<file path="config.mk">
export PLATFORM = sky130hd
export DESIGN_NAME = fixed_map_update_module
export DESIGN_NICKNAME = d
export VERILOG_FILES = /design/src/rtl/fixed_map_update_module.sv
export SDC_FILE = /design/constraint.sdc
export NUM_CORES = 1
export LEC_CHECK = 0
export ABC_AREA = 1
export CAP_MARGIN = 20
export CORE_AREA = 2 2 292 294
export DETAILED_ROUTE_END_ITERATION = 7
export DIE_AREA = 0 0 294 296
export PLACE_DENSITY = 0.53
export SYNTH_ARGS = -nofsm -noshare
export SYNTH_HDL_FRONTEND = slang
export SYNTH_SLANG_ARGS = --single-unit
</file>
<file path="constraint.sdc">
create_clock -name clk -period 2.23 [get_ports clk]
set_input_delay 0.3345 -clock clk [delete_from_list [all_inputs] [get_ports clk]]
set_output_delay 0.3345 -clock clk [all_outputs]
set_load 0.01 [all_outputs]
</file>
<file path="src/rtl/fixed_map_update_module.sv">
// Playfield map update: merges a landed piece, clears full rows bottom-up, flags loss.
// Optional cumulative line counter on total_lines when SCORE_COUNTER_EN is defined.
module fixed_map_update_module (
    input  logic         clk,
    input  logic         rst,
    input  logic         merge_req,
    input  logic [359:0] piece_map,
    input  logic         clear_map,
    output logic [359:0] fixed_square_map,
    output logic         busy,
    output logic         done,
    output logic [2:0]   lines_cleared,
    output logic         game_over,
    output logic [15:0]  total_lines
);

    localparam int unsigned ROWS   = 14;
    localparam int unsigned ROW_W  = 20;
    localparam int unsigned COL_LO = 5;
    localparam int unsigned COLS   = 10;
    localparam int unsigned MAP_W  = 360;

    function automatic logic [MAP_W-1:0] build_mask();
        logic [MAP_W-1:0] m;
        m = '0;
        for (int unsigned r = 0; r < ROWS; r++) begin
            m[r*ROW_W + COL_LO +: COLS] = '1;
        end
        return m;
    endfunction

    localparam logic [MAP_W-1:0] PLAYFIELD_MASK = build_mask();

    typedef enum logic [2:0] {
        IDLE  = 3'd0,
        MERGE = 3'd1,
        SCAN  = 3'd2,
        SHIFT = 3'd3,
        DONE  = 3'd4
    } state_t;

    state_t           state;
    logic [MAP_W-1:0] piece_q;
    logic [3:0]       row_idx;
    logic [2:0]       line_cnt;

    logic [15:0]      row_full_vec;
    logic             row_full;
    logic             row0_occupied;
    logic [MAP_W-1:0] shifted_map;

    always_comb begin
        row_full_vec = '0;
        for (int unsigned r = 0; r < ROWS; r++) begin
            row_full_vec[r] = &fixed_square_map[r*ROW_W + COL_LO +: COLS];
        end
    end

    assign row_full      = row_full_vec[row_idx];
    assign row0_occupied = |fixed_square_map[COL_LO +: COLS];

    // Rows 1..row_idx drop by one; rows below the cleared row keep their content.
    always_comb begin
        shifted_map = fixed_square_map;
        shifted_map[ROW_W-1:0] = '0;
        for (int unsigned i = 1; i < ROWS; i++) begin
            if (i <= 32'(row_idx)) begin
                shifted_map[i*ROW_W +: ROW_W] = fixed_square_map[(i-1)*ROW_W +: ROW_W];
            end
        end
    end

    always_ff @(posedge clk) begin
        if (rst || clear_map) begin
            state            <= IDLE;
            fixed_square_map <= '0;
            piece_q          <= '0;
            row_idx          <= '0;
            line_cnt         <= '0;
            busy             <= 1'b0;
            done             <= 1'b0;
            lines_cleared    <= '0;
            game_over        <= 1'b0;
        end else begin
            done <= 1'b0;
            case (state)
                IDLE: begin
                    if (merge_req && !game_over) begin
                        piece_q <= piece_map & PLAYFIELD_MASK;
                        state   <= MERGE;
                        busy    <= 1'b1;
                    end
                end
                MERGE: begin
                    if (|(fixed_square_map & piece_q)) begin
                        game_over <= 1'b1;
                    end
                    fixed_square_map <= fixed_square_map | piece_q;
                    row_idx          <= 4'd13;
                    line_cnt         <= '0;
                    state            <= SCAN;
                end
                SCAN: begin
                    if (row_full) begin
                        state <= SHIFT;
                    end else if (row_idx == 4'd0) begin
                        state <= DONE;
                    end else begin
                        row_idx <= row_idx - 4'd1;
                    end
                end
                SHIFT: begin
                    fixed_square_map <= shifted_map;
                    if (line_cnt != 3'd4) begin
                        line_cnt <= line_cnt + 3'd1;
                    end
                    state <= SCAN;
                end
                DONE: begin
                    done          <= 1'b1;
                    lines_cleared <= line_cnt;
                    if (row0_occupied) begin
                        game_over <= 1'b1;
                    end
                    busy  <= 1'b0;
                    state <= IDLE;
                end
                default: begin
                    busy  <= 1'b0;
                    state <= IDLE;
                end
            endcase
        end
    end

`ifdef SCORE_COUNTER_EN
    logic [16:0] total_sum;

    assign total_sum = {1'b0, total_lines} + {14'd0, line_cnt};

    always_ff @(posedge clk) begin
        if (rst) begin
            total_lines <= '0;
        end else if (!clear_map && state == DONE) begin
            total_lines <= total_sum[16] ? 16'hFFFF : total_sum[15:0];
        end
    end
`else
    assign total_lines = '0;
`endif

endmodule

</file>
### After elaboration in Yosys (flattened, before gate mapping)

Index checks and enable logic that the tools add are counted.

* output and inout port bits: 382
* logic and storage cells: 145
* register bits: 516

* reduce and logical (&&, ||, !) cells: 46
* bitwise gates (word level): 4
* order comparisons: 14
* mux-type cells: 31
* equal/unequal tests: 25
* add/sub/neg operators: 2

Operators with widths (count)
* $pmux W360 S2: 1
* $and A360 B275 Y360: 1
* $or A360 B275 Y360: 1
* $reduce_or A360 Y1: 1
* $mux W20: 13
* $reduce_and A10 Y1: 14
* $ne A2 B2 Y1 const B: 19
* $reduce_and A2 Y1: 18
* $le A4 B4 Y1 const A: 6
* $le A3 B4 Y1 const A: 4
* $mux W3: 4
* $reduce_or A10 Y1: 1
* $pmux W3 S3: 1
* $le A2 B4 Y1 const A: 2
* $mux W4: 2
* $pmux W4 S2: 1
* $eq A3 B2 Y1 const B: 2
* $ne A3 B3 Y1 const B: 2
* $pmux W3 S2: 1
* $reduce_and A3 Y1: 2
* $reduce_bool A2 Y1: 3
* $lt A4 B5 Y1 const B: 1
* $mux W1: 5
* $bmux W1 S4: 1
* other kinds (14): 16

### Logic depth before layout (Yosys ltp)

Gate-level depths: netlist of the first run.

* depth in word-level cells: 5
* depth in mapped cells: 16
* gate-level depth less buffers: 16

### Least setup slack after synthesis of the first run

No wires, ideal clock.

* path type: reg-to-reg
* start point: reg row_idx[0]
* end point: reg fixed_square_map[127]
* arrival time: 1.592 ns
* cell stages (with the launch flop): 10
* path buffers: 1
* setup slack: 0.520 ns
* path through: dfxtp_1 inv_2 ha_1 nor2_1 nand2_1 o21ai_1 clkbuf_1 nor2_1 o21ai_0 nor2_1

* longest elaborated chain between the ends: 3

Ends and longest elaborated chain
* start: declaration: RTL line 44 `logic [3:0] row_idx;`
* start signal: assignment: RTL line 109 `row_idx <= row_idx - 4'd1;`
* $le A3 B4 Y1: RTL line 67 `if (i <= 32'(row_idx)) begin`
* $ne A2 B2 Y1 (no line)
* $reduce_and A2 Y1 (no line)
* end signal: assignment: RTL line 98 `fixed_square_map <= fixed_square_map | piece_q;`
* end signal: assignment: RTL line 113 `fixed_square_map <= shifted_map;`
* end: declaration: RTL line 9 `output logic [359:0] fixed_square_map,`

Every way passes these cells.
A chain may end at the register's enable or synchronous reset.

### Final worst setup path of the first run

* start point: reg fixed_square_map[111]
* end point: out fixed_square_map[111]

No word-level cell between the ends.

==> metrics.md, run 1 <==
| Metric | Value |
|---|---|
| Register bit total from synthesis | `296` |
| Die X | `294 um` |
| Worst Setup End Kind | `primary output` |
| Most frequent cell after synthesis | `dfxtp_1` |
| CP max FO | `5` |
| CTS Buffer Depth | `3` |
| CTS-repair resized insts | `0` |
| Syn Inst Count | `2,040` |
| FF-to-FF setup slack | `140 ps` |
| All-Layer GR Usage | `13.3%` |
| Cells taking the most area after synthesis | `dfxtp_1, buf_4, o21ai_0` |
| Synth warn | `0` |
| Final cycle utilization of the critical path | `95.1%` |
| Worst-path clk slew | `60 ps` |
| Worst-Margin Slew | `531 ps` |
| Hold_sp | `piece_map[207]` |
| Antenna violations before repair | `8` |
| Max-slew headroom | `64.6%` |
| R2r startpoint | `row_idx[1]` |
| Worst reg2reg path depth | `7` |
| CP Cell Sequence | `clkdlybuf4s50_1` |
| H-Tree Depth | `2` |
| Fmax | `472 MHz` |
| Fraction of layout cells with a size suffix above 1 | `8.04%` |
| WHS Path Cells | `3` |
| Post-synth EDFFs | `0` |
| Io pins | `746` |
| Hold-fix buffers at CTS | `0` |
| Synth-to-Final Area Change | `35.6%` |
| Final Hold Fails | `0` |
| Routed wire per std cell | `17.3 um` |
| DIE HEIGHT | `296 um` |
| Place WS | `112 ps` |
| Hold path endpoint | `piece_q[207]` |
| CP Buf/Inv Count | `1` |
| DRC Markers | `0` |
| Detailed Routing Iterations Pass 1 | `5` |
| Clk_skew | `23.3 ps` |
| Fin Hold WS | `357 ps` |
| Mapped Avg Cell Area | `7.21 um2` |
| Fin worst setup slack | `110 ps` |
| Final ANT Viol Nets | `0` |
| Dpl hpwl | `46,400 um` |
| Final setup viols | `0` |
| Synth Flop Type | `dfxtp_1` |
| Vias in the first global route | `13,073` |
| Area of the multi-input gates | `6750 um2` |
| CTS root buf | `clkbuf_16` |
| First-pass GRT wire length | `86,000 um` |
| Clk sink count | `296` |
| Count of cell types in the netlist | `40` |
| Reg-to-Reg End | `fixed_square_map[53]` |
| Maximum vdd drop | `0.397 mV` |
| CTS buffer count | `38` |
| Final core occ | `23.7%` |
| CP delay by family, top | `buffers and inverters` |
| LEAKAGE | `0.00765 uW` |
| Hold crit path type | `in -> reg` |
| Crit path largest cell delay | `710 ps` |
| CTS tree | `done` |
| Worst path required time | `1900 ps` |
| DR vias/cell | `4.02` |
| Max Cap Viol | `0` |
| Gpl congestion | `0.834` |
| Period minus WS final | `2120 ps` |
| Top cell type's share of synthesized area | `40.3%` |
| Synth area leader | `dfxtp_1` |
| Outcome | `complete, no violations` |
| Largest net degree at the start of global routing | `69` |
| Die area | `87,000 um2` |
| Std-Cell Rows | `107` |
| Clock latency on the worst-skew pair | `570 ps` |
| Post-CTS Setup Bufs | `0` |
| DR iter-0 viols | `771` |
| Reg area | `5930 um2` |
| Port Buf Inserts | `289` |
| CP max-delay cell | `clkdlybuf4s50_1` |
| Commonest cells in the netlist | `dfxtp_1, nor2_1, o21ai_0, buf_4, nand2_1` |
| Sequential area share after synthesis | `40.3%` |
| Pwr dens | `657 nW/um2` |
| Core area | `84,200 um2` |
| Via count | `14,046` |
| Final net count | `2,742` |
| Crit path launch type | `register` |
| Critical path class | `reg -> out` |
| Initial Utilization | `17.5%` |
| Unrepaired setup endpoints after global routing | `false` |
| Max Slew Vio Count | `0` |
| Total wire length | `60,400 um` |
| Ys async rst share | `0%` |
| Number of fill cells in the layout | `9,384` |
| Worst EP arrival | `1790 ps` |
| Grt ovf | `0` |
| Final TNS setup | `0 ps` |
| Mapped cell area | `14,700 um2` |
==> cell usage in the layout (no fill, tap or decap), drive strengths merged <==
cell,synthesis,final
a211oi,20,20
nand3b,1,1
bufinv,0,2
o211a,1,1
nand3,39,39
nor4,2,2
a221oi,20,20
o211ai,1,1
o31ai,2,2
clkdlybuf4s50,0,289
a311oi,6,6
conb,1,236
clkbuf,69,55
clkinv,0,5
ha,6,6
diode,0,2
nor3b,1,1
nand2,221,221
o311a,8,8
nand4,2,2
a22o,17,17
o21ai,299,299
a31oi,5,5
nor3,58,58
clkinvlp,0,3
dfxtp,296,296
buf,268,105
inv,196,199
or2,1,1
a21oi,192,192
o22ai,15,15
nor2,293,293
==> per-layer routing <==
layer  vias to the layer above  track usage [%]  share of wire [%]
met4                         8             3.50                2.1
met2                       448             21.9                 46
met1                      6577             16.9                 44
met5                         -                0              0.076
met3                        76             3.99                7.8
li1                       6937                -                  -
==> where the power goes <==
group,switching [uW],total [uW],internal (uW)
registers,105,5540,5430
clock network,2590,6260,3660
logic,796,1300,507
total,3490,13100,9600
==> through the flow <==
step                cells  total power, uW  cell area (um2)
finish               3492            13100            20000
global route         3491            13600            19900
CTS                  3490            13300            19900
detailed placement   3422             6960            18700
global placement     3422             6950            18700
floorplan            2275             6610            15600
==> registers in the layout, summed over array words and instances, names as in the netlist, 3 cells and up <==
name,count
line_cnt,3
fixed_square_map,140
piece_q,140
row_idx,4
lines_cleared,3
state,3
==> how the worst max path moves through the flow <==
stage / start / end / slack [ps] / cells after the start
after floorplan: row_idx[0] / fixed_square_map[127] / 520 / 9
after global placement: clear_map / fixed_square_map[11] / 110 / 6
after detailed placement: clear_map / fixed_square_map[6] / 110 / 6
after CTS: fixed_square_map[106] / fixed_square_map[106] / 90 / 1
after global routing: state[0] / fixed_square_map[212] / 20 / 10
final: fixed_square_map[111] / fixed_square_map[111] / 110 / 1
==> area by class of cell <==
class / count / area share (%)
Inverter: 196 / 3.71
Clock inverter: 13 / 0.746
Antenna cell: 2 / 0.0251
Sequential cell: 296 / 29.7
Timing Repair Buffer: 394 / 19.6
Multi-Input combinational cell: 1446 / 33.9
Tap cell: 1090 / 6.84
Clock buffer: 55 / 5.49
==> cells by family after synthesis <==
kind of cell | synth area share [%]
other | 0.0255
AO/OA/AOI/OAI | 22.1
adder cells (fa/ha/maj) | 0.510
AND/OR/NAND/NOR | 17.1
buffers and inverters | 20.0
flip-flops | 40.3
Note: power is estimated with default switching activity, not from simulation.
==> inputs of run 2 (changes only) <==
SLEW_MARGIN = 20   (was unset)
==> results of run 2 <==
Final layout, timing and power as in run 1 (identical DEF).
